[src/rtl/plab5_mcore_dma_sec_arbiter_pkg.sv]
// Shared definitions for the multi-channel DMA security arbiter: FSM states,
// response status codes, counter width and the per-channel slice helper.
`ifndef PLAB5_SLICE
`define PLAB5_SLICE(bus, i, w) bus[(i)*(w) +: (w)]
`endif

package plab5_mcore_dma_sec_arbiter_pkg;

    typedef enum logic [2:0] {
        ST_IDLE  = 3'd0,
        ST_CHECK = 3'd1,
        ST_REQ   = 3'd2,
        ST_WAIT  = 3'd3,
        ST_RESP  = 3'd4
    } state_t;

    typedef enum logic [1:0] {
        STATUS_OK      = 2'd0,
        STATUS_DENIED  = 2'd1,
        STATUS_TIMEOUT = 2'd2
    } status_t;

    localparam int c_cnt_nbits = 16;

    // Channel index width; a single channel still gets a 1-bit index.
    function automatic int idx_nbits(input int n);
        return (n > 1) ? $clog2(n) : 1;
    endfunction

endpackage

[src/rtl/plab5_mcore_dma_sec_arbiter_if.sv]
// Command/completion channel between the security arbiter (master) and the
// DMA controller (slave).
interface plab5_mcore_dma_sec_arbiter_if #(
    parameter int p_addr_nbits = 32,
    parameter int p_data_nbits = 32,
    parameter int p_dom_nbits  = 2
);
    // dma_val/dma_rdy: a command transfers on a cycle where both are high; the
    // master holds dma_val and all command fields stable until that cycle.
    // dma_ack is a single-cycle completion strobe qualifying dma_data, and
    // dma_abort is a single-cycle strobe cancelling the outstanding command.
    logic                    dma_val;
    logic                    dma_rdy;
    logic [p_dom_nbits-1:0]  dma_domain;
    logic [p_addr_nbits-1:0] dma_src_addr;
    logic [p_addr_nbits-1:0] dma_dest_addr;
    logic                    dma_inst;
    logic                    dma_ack;
    logic [p_data_nbits-1:0] dma_data;
    logic                    dma_abort;

    modport master (
        output dma_val, dma_domain, dma_src_addr, dma_dest_addr, dma_inst, dma_abort,
        input  dma_rdy, dma_ack, dma_data
    );

    modport slave (
        input  dma_val, dma_domain, dma_src_addr, dma_dest_addr, dma_inst, dma_abort,
        output dma_rdy, dma_ack, dma_data
    );

endinterface

[src/rtl/plab5_mcore_rr_arbiter.sv]
// Round-robin picker: lowest-indexed request at or above ptr, wrapping to the
// lowest request overall. Produces a one-hot grant and its encoded index.
module plab5_mcore_rr_arbiter
    import plab5_mcore_dma_sec_arbiter_pkg::*;
#(
    parameter int p_num = 2,
    localparam int c_idx_nbits = idx_nbits(p_num)
) (
    input  logic [p_num-1:0]       req,
    input  logic [c_idx_nbits-1:0] ptr,
    output logic [p_num-1:0]       grant,
    output logic [c_idx_nbits-1:0] grant_idx,
    output logic                   grant_val
);

    logic [p_num-1:0] hi_req;
    logic [p_num-1:0] pick;

    always_comb begin
        hi_req    = '0;
        grant     = '0;
        grant_idx = '0;
        for (int i = 0; i < p_num; i++) begin
            hi_req[i] = req[i] && (c_idx_nbits'(i) >= ptr);
        end
        // No request at or above the pointer means the search wraps around.
        pick = (|hi_req) ? hi_req : req;
        for (int i = p_num - 1; i >= 0; i--) begin
            if (pick[i]) grant_idx = c_idx_nbits'(i);
        end
        grant_val = |req;
        if (grant_val) grant[grant_idx] = 1'b1;
    end

endmodule

[src/rtl/plab5_mcore_dma_sec_arbiter.sv]
// Round-robin DMA command arbiter with a run-time security-level gate and a
// WAIT timeout. Define PLAB5_DMA_SEC_ARBITER_DENY_LOG_EN to add deny logging.
module plab5_mcore_dma_sec_arbiter
    import plab5_mcore_dma_sec_arbiter_pkg::*;
#(
    parameter int p_num_req    = 2,
    parameter int p_addr_nbits = 32,
    parameter int p_data_nbits = 32,
    parameter int p_dom_nbits  = 2,
    parameter logic [p_dom_nbits-1:0] p_sec_reset = '1,
    parameter int p_timeout    = 255,
    localparam int c_idx_nbits = idx_nbits(p_num_req)
) (
    input  logic                              clk,
    input  logic                              reset,

    input  logic [p_num_req-1:0]              req_val,
    output logic [p_num_req-1:0]              req_rdy,
    input  logic [p_num_req*p_dom_nbits-1:0]  req_domain,
    input  logic [p_num_req*p_addr_nbits-1:0] req_src_addr,
    input  logic [p_num_req*p_addr_nbits-1:0] req_dest_addr,
    input  logic [p_num_req-1:0]              req_inst,

    output logic [p_num_req-1:0]              resp_val,
    output logic [1:0]                        resp_status,
    output logic [p_data_nbits-1:0]           resp_data,
    output logic [p_dom_nbits-1:0]            resp_domain,

    input  logic                              sec_wr_en,
    input  logic [p_dom_nbits-1:0]            sec_wr_domain,
    input  logic [p_dom_nbits-1:0]            sec_wr_level,
    output logic [p_dom_nbits-1:0]            sec_level,

    plab5_mcore_dma_sec_arbiter_if.master     dma,

    output state_t                            dbg_state
`ifdef PLAB5_DMA_SEC_ARBITER_DENY_LOG_EN
    ,
    output logic [15:0]                       deny_count,
    output logic [c_idx_nbits-1:0]            last_deny_chan
`endif
);

    localparam logic [c_cnt_nbits-1:0] c_timeout  = c_cnt_nbits'(p_timeout);
    localparam logic [c_idx_nbits-1:0] c_last_idx = c_idx_nbits'(p_num_req - 1);

    state_t                   state_q, state_n;
    logic [c_idx_nbits-1:0]   ptr_q, g_q;
    logic [p_dom_nbits-1:0]   dom_q, sec_q;
    logic [p_addr_nbits-1:0]  src_q, dest_q;
    logic                     inst_q;
    status_t                  status_q;
    logic [p_data_nbits-1:0]  data_q;
    logic [c_cnt_nbits-1:0]   cnt_q;

    logic [p_num_req-1:0]     grant;
    logic [c_idx_nbits-1:0]   grant_idx;
    logic                     grant_val;

    logic [p_dom_nbits-1:0]   sel_domain;
    logic [p_addr_nbits-1:0]  sel_src, sel_dest;
    logic                     sel_inst;

    plab5_mcore_rr_arbiter #(.p_num(p_num_req)) u_rr (
        .req       (req_val),
        .ptr       (ptr_q),
        .grant     (grant),
        .grant_idx (grant_idx),
        .grant_val (grant_val)
    );

    // One-hot mux of the granted channel's command fields.
    always_comb begin
        sel_domain = '0;
        sel_src    = '0;
        sel_dest   = '0;
        sel_inst   = 1'b0;
        for (int i = 0; i < p_num_req; i++) begin
            if (grant[i]) begin
                sel_domain = `PLAB5_SLICE(req_domain, i, p_dom_nbits);
                sel_src    = `PLAB5_SLICE(req_src_addr, i, p_addr_nbits);
                sel_dest   = `PLAB5_SLICE(req_dest_addr, i, p_addr_nbits);
                sel_inst   = req_inst[i];
            end
        end
    end

    always_ff @(posedge clk) begin
        if (reset) state_q <= ST_IDLE;
        else       state_q <= state_n;
    end

    always_comb begin
        state_n = state_q;
        case (state_q)
            ST_IDLE:  if (grant_val) state_n = ST_CHECK;
            ST_CHECK: state_n = (dom_q >= sec_q) ? ST_REQ : ST_RESP;
            ST_REQ:   if (dma.dma_rdy) state_n = ST_WAIT;
            ST_WAIT:  if (dma.dma_ack || (cnt_q == c_timeout)) state_n = ST_RESP;
            ST_RESP:  state_n = ST_IDLE;
            default:  state_n = ST_IDLE;
        endcase
    end

    // Strobes are masked during reset so an abandoned command never reports.
    always_comb begin
        req_rdy           = '0;
        resp_val          = '0;
        resp_status       = '0;
        resp_data         = '0;
        resp_domain       = '0;
        dma.dma_val       = 1'b0;
        dma.dma_domain    = '0;
        dma.dma_src_addr  = '0;
        dma.dma_dest_addr = '0;
        dma.dma_inst      = 1'b0;
        dma.dma_abort     = 1'b0;
        case (state_q)
            ST_IDLE: if (!reset) req_rdy = grant;
            ST_REQ: begin
                dma.dma_val       = 1'b1;
                dma.dma_domain    = dom_q;
                dma.dma_src_addr  = src_q;
                dma.dma_dest_addr = dest_q;
                dma.dma_inst      = inst_q;
            end
            ST_WAIT: dma.dma_abort = !reset && !dma.dma_ack && (cnt_q == c_timeout);
            ST_RESP: begin
                resp_val[g_q] = !reset;
                resp_status   = status_q;
                resp_data     = (status_q == STATUS_OK) ? data_q : '0;
                resp_domain   = dom_q;
            end
            default: ;
        endcase
    end

    always_ff @(posedge clk) begin
        if (reset) begin
            ptr_q    <= '0;
            g_q      <= '0;
            dom_q    <= '0;
            src_q    <= '0;
            dest_q   <= '0;
            inst_q   <= 1'b0;
            status_q <= STATUS_OK;
            data_q   <= '0;
            cnt_q    <= '0;
            sec_q    <= p_sec_reset;
        end else begin
            // A CHECK in this same cycle still compares against the old sec_q.
            if (sec_wr_en && (sec_wr_domain >= sec_q)) sec_q <= sec_wr_level;
            case (state_q)
                ST_IDLE: if (grant_val) begin
                    g_q    <= grant_idx;
                    dom_q  <= sel_domain;
                    src_q  <= sel_src;
                    dest_q <= sel_dest;
                    inst_q <= sel_inst;
                end
                ST_CHECK: status_q <= (dom_q >= sec_q) ? STATUS_OK : STATUS_DENIED;
                ST_REQ:   if (dma.dma_rdy) cnt_q <= '0;
                ST_WAIT: begin
                    if (dma.dma_ack) begin
                        data_q   <= dma.dma_data;
                        status_q <= STATUS_OK;
                    end else if (cnt_q == c_timeout) begin
                        status_q <= STATUS_TIMEOUT;
                    end else begin
                        cnt_q <= cnt_q + 1'b1;
                    end
                end
                ST_RESP: ptr_q <= (g_q == c_last_idx) ? '0 : g_q + 1'b1;
                default: ;
            endcase
        end
    end

`ifdef PLAB5_DMA_SEC_ARBITER_DENY_LOG_EN
    always_ff @(posedge clk) begin
        if (reset) begin
            deny_count     <= '0;
            last_deny_chan <= '0;
        end else if ((state_q == ST_RESP) && (status_q != STATUS_OK)) begin
            if (deny_count != 16'hFFFF) deny_count <= deny_count + 16'd1;
            last_deny_chan <= g_q;
        end
    end
`endif

    assign sec_level = sec_q;
    assign dbg_state = state_q;

endmodule

[src/flat_wrapper.sv]
// flat-port wrapper written by rule: the top's interface ports become plain ports
module plab5_mcore_dma_sec_arbiter_flat import plab5_mcore_dma_sec_arbiter_pkg::*;
#(
    parameter int p_num_req    = 2,
    parameter int p_addr_nbits = 32,
    parameter int p_data_nbits = 32,
    parameter int p_dom_nbits  = 2,
    parameter logic [p_dom_nbits-1:0] p_sec_reset = '1,
    parameter int p_timeout    = 255,
    localparam int c_idx_nbits = idx_nbits(p_num_req)
)
  (clk, reset, req_val, req_rdy, req_domain, req_src_addr, req_dest_addr, req_inst, resp_val, resp_status, resp_data, resp_domain, sec_wr_en, sec_wr_domain, sec_wr_level, sec_level, dbg_state, dma_dma_val, dma_dma_domain, dma_dma_src_addr, dma_dma_dest_addr, dma_dma_inst, dma_dma_abort, dma_dma_rdy, dma_dma_ack, dma_dma_data);
  plab5_mcore_dma_sec_arbiter_if #(.p_addr_nbits(p_addr_nbits), .p_data_nbits(p_data_nbits), .p_dom_nbits(p_dom_nbits)) dma_i ();
  input  logic clk;
  input  logic reset;
  input  logic [p_num_req-1:0] req_val;
  output logic [p_num_req-1:0] req_rdy;
  input  logic [p_num_req*p_dom_nbits-1:0] req_domain;
  input  logic [p_num_req*p_addr_nbits-1:0] req_src_addr;
  input  logic [p_num_req*p_addr_nbits-1:0] req_dest_addr;
  input  logic [p_num_req-1:0] req_inst;
  output logic [p_num_req-1:0] resp_val;
  output logic [1:0] resp_status;
  output logic [p_data_nbits-1:0] resp_data;
  output logic [p_dom_nbits-1:0] resp_domain;
  input  logic sec_wr_en;
  input  logic [p_dom_nbits-1:0] sec_wr_domain;
  input  logic [p_dom_nbits-1:0] sec_wr_level;
  output logic [p_dom_nbits-1:0] sec_level;
  output state_t dbg_state;
  output wire logic [$bits(dma_i.dma_val)-1:0] dma_dma_val;
  output wire logic [$bits(dma_i.dma_domain)-1:0] dma_dma_domain;
  output wire logic [$bits(dma_i.dma_src_addr)-1:0] dma_dma_src_addr;
  output wire logic [$bits(dma_i.dma_dest_addr)-1:0] dma_dma_dest_addr;
  output wire logic [$bits(dma_i.dma_inst)-1:0] dma_dma_inst;
  output wire logic [$bits(dma_i.dma_abort)-1:0] dma_dma_abort;
  input wire logic [$bits(dma_i.dma_rdy)-1:0] dma_dma_rdy;
  input wire logic [$bits(dma_i.dma_ack)-1:0] dma_dma_ack;
  input wire logic [$bits(dma_i.dma_data)-1:0] dma_dma_data;
  assign dma_dma_val = dma_i.dma_val;
  assign dma_dma_domain = dma_i.dma_domain;
  assign dma_dma_src_addr = dma_i.dma_src_addr;
  assign dma_dma_dest_addr = dma_i.dma_dest_addr;
  assign dma_dma_inst = dma_i.dma_inst;
  assign dma_dma_abort = dma_i.dma_abort;
  assign dma_i.dma_rdy = dma_dma_rdy;
  assign dma_i.dma_ack = dma_dma_ack;
  assign dma_i.dma_data = dma_dma_data;
  plab5_mcore_dma_sec_arbiter #(.p_num_req(p_num_req), .p_addr_nbits(p_addr_nbits), .p_data_nbits(p_data_nbits), .p_dom_nbits(p_dom_nbits), .p_sec_reset(p_sec_reset), .p_timeout(p_timeout)) u_core (.clk(clk), .reset(reset), .req_val(req_val), .req_rdy(req_rdy), .req_domain(req_domain), .req_src_addr(req_src_addr), .req_dest_addr(req_dest_addr), .req_inst(req_inst), .resp_val(resp_val), .resp_status(resp_status), .resp_data(resp_data), .resp_domain(resp_domain), .sec_wr_en(sec_wr_en), .sec_wr_domain(sec_wr_domain), .sec_wr_level(sec_wr_level), .sec_level(sec_level), .dma(dma_i), .dbg_state(dbg_state));
endmodule
[config.mk]
export PLATFORM = sky130hd
export DESIGN_NAME = plab5_mcore_dma_sec_arbiter_flat
export DESIGN_NICKNAME = d
export VERILOG_FILES = /design/src/rtl/plab5_mcore_dma_sec_arbiter_pkg.sv /design/src/rtl/plab5_mcore_dma_sec_arbiter_if.sv /design/src/rtl/plab5_mcore_rr_arbiter.sv /design/src/rtl/plab5_mcore_dma_sec_arbiter.sv /design/src/flat_wrapper.sv
export SDC_FILE = /design/constraint.sdc
export NUM_CORES = 1
export LEC_CHECK = 0
export BUFFER_PORTS_ARGS = -buffer_cell sky130_fd_sc_hd__buf_2
export CAP_MARGIN = 20
export CORE_ASPECT_RATIO = 1.2
export CORE_MARGIN = 5
export CORE_UTILIZATION = 35
export CTS_BUF_LIST = sky130_fd_sc_hd__clkbuf_4
export CTS_CLUSTER_DIAMETER = 30
export CTS_CLUSTER_SIZE = 30
export DETAILED_ROUTE_END_ITERATION = 7
export PLACE_DENSITY = 0.73
export SETUP_SLACK_MARGIN = 0.15
export SKIP_LAST_GASP = 1
export SLEW_MARGIN = 15
export SYNTH_ARGS = -nofsm -noshare
export SYNTH_HDL_FRONTEND = slang
export SYNTH_HIERARCHICAL = 1
export SYNTH_SLANG_ARGS = --single-unit
[constraint.sdc]
create_clock -name clk -period 2.09 [get_ports clk]
set_input_delay 0.3135 -clock clk [delete_from_list [all_inputs] [get_ports clk]]
set_output_delay 0.3135 -clock clk [all_outputs]
set_load 0.01 [all_outputs]
Yosys cells after proc, flatten, opt, wreduce, memory -nomap -nowiden:

Index checks and enable logic that the tools add are counted.

* logic and storage cells: 97
* output and inout port bits: 114
* flip-flop bits (word level): 124

* reductions and logical operators: 21
* add/subtract/negate cells: 2
* magnitude comparators: 8
* equality and inequality tests: 11
* multiplexer cells: 43
* bitwise logic cells: 1

Operators with widths (count)
* two-way mux 32 bit: 8
* two-way mux 16 bit: 3
* one-hot mux 16 bit (2 select lines): 1
* two-way mux 2 bit: 12
* adder 16 x 1 -> 16 bit, second input constant: 1
* == test 16 x 8 -> 1 bit, second input constant: 1
* two-way mux 3 bit: 4
* one-hot mux 3 bit (4 select lines): 1
* two-way mux 1 bit: 11
* logical AND 1 bit: 7
* == test 3 x 2 -> 1 bit, second input constant: 2
* != test 2 bit, second input constant: 3
* AND reduction 2 bit: 3
* >= comparator 2 bit: 2
* less-than comparator 1 x 2 -> 1 bit, second input constant: 2
* != test 2 x 1 -> 1 bit, second input constant: 2
* one-hot mux 2 bit (2 select lines): 1
* AND reduction 4 bit: 1
* nonzero test 2 bit: 2
* OR reduction 2 bit: 2
* == test 3 x 1 -> 1 bit, second input constant: 1
* == test 3 bit, second input constant: 1
* zero test 3 bit: 1
* != test 3 x 2 -> 1 bit, second input constant: 1
* other kinds (9): 13

Logic depth before layout (Yosys ltp):

* depth in word-level cells: 13
* mapped depth: 8
* gate-level depth less buffers: 7

Hierarchy:

The synthesis kept the hierarchy.

By module, submodules not included
* plab5_mcore_dma_sec_arbiter: cells an instance 741, instances 1, seq. area each 2482.4 um^2, area each 5889.4 um^2
* plab5_mcore_rr_arbiter: cells an instance 5, instances 1, seq. area each 0.0 um^2, area each 32.5 um^2

Least setup slack after synthesis:

No wires, ideal clock.

* path kind: register -> output
* from: register u_core.state_q[0], in the netlist u_core/dbg_state[0]
* to: output dma_dma_src_addr[13]
* slack: 0.181 ns
* path buffers: 3
* required time: 1.776 ns
* cell stages (with the launch flop): 6
* data arrival time: 1.595 ns
* path through: dfxtp_1 -> clkbuf_1 -> nor3b_2 -> clkbuf_1 -> clkbuf_1 -> and2_1

* cells in the longest elaborated chain, start to end: 2

RTL lines
* from (decl): line plab5_mcore_dma_sec_arbiter.sv:47 `state_t state_q, state_n;`
* from (signal assigned): line plab5_mcore_dma_sec_arbiter.sv:90 `else state_q <= state_n;`
* == test 3 x 2 -> 1 bit: line plab5_mcore_dma_sec_arbiter.sv:118 `case (state_q)`
* two-way mux 32 bit: line plab5_mcore_dma_sec_arbiter.sv:118
* to (decl): line flat_wrapper.sv:33 `output wire logic [$bits(dma_i.dma_src_addr)-1:0] dma_dma_src_addr;`

Every way passes these cells.

Worst setup path in the final report:

* from: register u_core.cnt_q[8]
* to: output dma_dma_abort

* cells in the longest elaborated chain, start to end: 3

RTL lines
* from (decl): line plab5_mcore_dma_sec_arbiter.sv:54 `logic [c_cnt_nbits-1:0] cnt_q;`
* from (signal assigned): line plab5_mcore_dma_sec_arbiter.sv:170 `cnt_q <= cnt_q + 1'b1;`
* == test 16 x 8 -> 1 bit: line plab5_mcore_dma_sec_arbiter.sv:127 `ST_WAIT: dma.dma_abort = !reset && !dma.dma_ack && (cnt_q == c_timeout);`
* logical AND 1 bit: line plab5_mcore_dma_sec_arbiter.sv:127
* two-way mux 1 bit: line plab5_mcore_dma_sec_arbiter.sv:118
* to (decl): line flat_wrapper.sv:36 `output wire logic [$bits(dma_i.dma_abort)-1:0] dma_dma_abort;`

Every way passes these cells.

==> impl_metrics.env <==
export IMPL_status="finished with violations"
export IMPL_violations="setup timing"
export IMPL_hold_path_class="primary input to register"
export IMPL_synthArstFlopShare=0
export IMPL_drive_gt1_frac=0.483
export IMPL_first_pass_iters=5
export IMPL_cap_violations=0
export IMPL_ios=291
export IMPL_worstSkewPairLatency_ns=0.52
export IMPL_routed_via_density=5.25
export IMPL_timing_final_ws_setup_ns=-0.264
export IMPL_finalInstanceArea_sq_um=10300
export IMPL_cts_buffers=17
export IMPL_min_delay_path_depth=2
export IMPL_ys_seq_area_frac=0.419
export IMPL_grt_ovfl_total=0
export IMPL_multi_input_area_sq_um=3600
export IMPL_htreeDepth=4
export IMPL_comb_power_share=0.282
export IMPL_syn_avg_cell_area_sq_um=7.94
export IMPL_period_needed_ns=2.35
export IMPL_drt_wl_total_mm=24.3
export IMPL_yosys_warnings=6
export IMPL_die_y_um=152
export IMPL_clkSinkCount=124
export IMPL_total_power_mw=6.38
export IMPL_finalMaxSlewViolations=0
export IMPL_grt_pass1_wl_mm=34.4
export IMPL_antenna_found_initial=3
export IMPL_fillCellCount=1378
export IMPL_reg2reg_depth=9
export IMPL_dp_slack_ns=0.124
export IMPL_clkTransAtPathRegs_ns=0.11
export IMPL_syn_nets=928
export IMPL_holdCritStartpoint="reset"
export IMPL_core_sq_um=16800
export IMPL_die_x_um=129
export IMPL_regArea_sq_um=2490
export IMPL_regToRegSetupSlack_ns=0.10
export IMPL_via_count=7029
export IMPL_regToRegStartpoint="u_core/dbg_state[1]$_SDFFE_PP0P_"
export IMPL_reg2reg_to="u_core/dom_q[0]$_SDFFE_PP0P_"
export IMPL_switching_share=0.304
export IMPL_synth_edff_count=0
export IMPL_fmax_mhz=425
export IMPL_arrival_ns=2.04
export IMPL_worstSetupPathType="register to output pin"
export IMPL_cts_root_buf="clkbuf_4"
export IMPL_worstMarginPinSlew_ns=0.704
export IMPL_power_density_nw_per_um2=618
export IMPL_grt_usage=0.219
export IMPL_yosys_register_bits=124
export IMPL_final_period_utilization=1.13
export IMPL_synth_flop_cell="dfxtp_1"
export IMPL_power_switching_mw=1.94
export IMPL_clockPowerShare=0.289
export IMPL_finalSetupViolations=103
export IMPL_place_area_sq_um=7740
export IMPL_cp_max_fo=2
export IMPL_required_ns=1.78
export IMPL_relSlewSlack=0.528
export IMPL_place_gp_congestion=0.877
export IMPL_drtIter0Drc=417
export IMPL_yosysUniqueCellTypes=47
export IMPL_hold_violations=0
export IMPL_fin_skew_ns=0.00798
export IMPL_numPortBuffers=290
export IMPL_start_kind="register"
export IMPL_ant_nets=0
export IMPL_area_growth_pct=74.3
export IMPL_pwr_share_seq=0.429
export IMPL_vdd_drop_max_mv=0.347
export IMPL_internal_power_mw=4.44
export IMPL_num_rows=52
export IMPL_hold_worst_slack_ns=0.0731
export IMPL_routedWlPerCell_um=18.1
export IMPL_die_area_sq_um=19600
export IMPL_fin_nets=1294
export IMPL_hpwlAfterDp_mm=14.1
export IMPL_cts_tree="yes"
export IMPL_syn_area_sq_um=5920
export IMPL_grt_max_degree=69
export IMPL_worstHoldEndpoint="u_core/dbg_state[0]$_SDFFE_PP0P_"
export IMPL_drc=0
export IMPL_rsz0062_at_grt="yes"
export IMPL_start_util=0.353
export IMPL_synthCells=746
export IMPL_setup_tns_final_ns=-15.07
export IMPL_first_global_vias=6744
export IMPL_leakage_nw=4.54
export IMPL_max_clock_path_buffers=2
export IMPL_cp_end_kind="output pin"
-- routing by layer --
metal,share of wire,wire length (um),vias up,track usage
met2,0.53,12800,315,0.381
met4,0.023,550,4,0.0870
met3,0.080,1960,47,0.0680
met5,0.0011,27,-,0
li1,-,-,3371,-
met1,0.37,8960,3292,0.246
-- state kept, by name, indices dropped and copies added (netlist names) --
register          count
u_core/status_q       2
u_core/dbg_state      3
u_core/inst_q         1
u_core/data_q        32
u_core/dom_q          2
u_core/sec_level      2
u_core/dest_q        32
u_core/src_q         32
u_core/ptr_q          1
u_core/g_q            1
u_core/cnt_q         16
-- layout by cell type (no fill, tap or decap), drive strengths merged, types with 10 or more instances in the layout --
cell type,synthesis,final
buf,8,378
dfxtp,124,124
and2,104,104
nand2,85,85
nor2,85,85
nor3,75,75
a221oi,66,66
a21oi,49,50
dlygate4sd3,0,32
clkbuf,57,21
and3,10,10
-- per-stage QoR --
step	util	std cells
2_1_floorplan	-	746
3_3_place_gp	0.461	1221
3_5_place_dp	0.461	1221
4_1_cts	0.564	1321
5_1_grt	0.615	1340
6_report	0.615	1340
-- worst max path at each step --
stage,depth (start not counted),to,startpoint
6_report,5,dma_dma_abort,u_core/cnt_q[8]$_SDFFE_PP0P_
4_1_cts,5,dma_dma_abort,u_core/cnt_q[8]$_SDFFE_PP0P_
3_3_place_gp,5,u_core/cnt_q[10]$_SDFFE_PP0P_,u_core/cnt_q[4]$_SDFFE_PP0P_
3_5_place_dp,6,u_core/dom_q[0]$_SDFFE_PP0P_,u_core/dbg_state[1]$_SDFFE_PP0P_
2_1_floorplan,5,dma_dma_src_addr[13],u_core/dbg_state[0]$_SDFFE_PP0P_
5_1_grt,5,dma_dma_abort,u_core/cnt_q[8]$_SDFFE_PP0P_
-- synth_stat cells, types with 2 or more instances --
| cell type | n | area share |
|---|---|---|
| and3_1 | 10 | 0.011 |
| and4_1 | 3 | 0.0044 |
| buf_1 | 2 | 0.0013 |
| a41oi_1 | 2 | 0.0030 |
| a21oi_1 | 47 | 0.040 |
| dfxtp_1 | 124 | 0.42 |
| and2_1 | 104 | 0.11 |
| inv_1 | 8 | 0.0051 |
| nand2_1 | 85 | 0.054 |
| nor3_1 | 75 | 0.063 |
| o211ai_1 | 2 | 0.0025 |
| nor2_1 | 85 | 0.054 |
| xnor2_1 | 3 | 0.0044 |
| a21boi_1 | 3 | 0.0038 |
| a221oi_1 | 66 | 0.098 |
| nand2b_1 | 3 | 0.0032 |
| nand3_1 | 5 | 0.0042 |
| clkbuf_1 | 57 | 0.036 |
| a211oi_1 | 5 | 0.0063 |
| nor4_1 | 3 | 0.0032 |
| a21oi_2 | 2 | 0.0030 |
| ha_1 | 5 | 0.011 |
| nand4_1 | 3 | 0.0032 |
| a311oi_2 | 2 | 0.0051 |
| a31oi_1 | 3 | 0.0032 |
| buf_2 | 5 | 0.0042 |
| o21ai_0 | 8 | 0.0068 |
| nor2b_1 | 7 | 0.0074 |
-- cells by family (layout without fill, tap and decap cells) --
family | Yosys count | in the layout | share of synthesized area
compound gates | 148 | 149 | 0.184
xor+xnor | 3 | 3 | 0.00444
fa+ha+maj | 5 | 5 | 0.0106
buf+inv | 73 | 449 | 0.0486
flops | 124 | 124 | 0.419
mux | 1 | 1 | 0.00169
other cells | 0 | 1 | 0
simple gates | 392 | 392 | 0.332
-- timing repair --
item,CTS,global route
resized for setup,137,161
gates cloned,15,2
hold buffers,32,0
setup endpoints to repair,108,128
buffers inserted,23,16
pin swaps,59,49
endpoints found under the hold margin,32,0
-- worst max-delay path: stages (launching register included) --
cell	delay, ns
dfxtp_1	0.33
or4_4	0.54
nor4_4	0.21
buf_4	0.15
and4_1	0.17
buf_2	0.14
-- area by class of cell --
cell class              count  area share
inverters                   8     0.00291
well taps                 216      0.0262
clock inverters            10      0.0144
diodes                      1    0.000242
repair buffers            411       0.351
flip-flops and latches    124       0.242
clock buffers              20      0.0145
multi-input cells         550       0.349
-- power by group through the flow --
stage / sequential, mW / combinational, mW / clock (mW)
finish: 2.74 / 1.79 / 1.84
global route: 2.76 / 1.96 / 1.99
CTS: 2.72 / 1.59 / 1.88
detailed placement: 2.77 / 1.28 / 0
global placement: 2.75 / 1.26 / 0
floorplan: 2.74 / 0.803 / 0
Power figures use the tool's default switching activity.
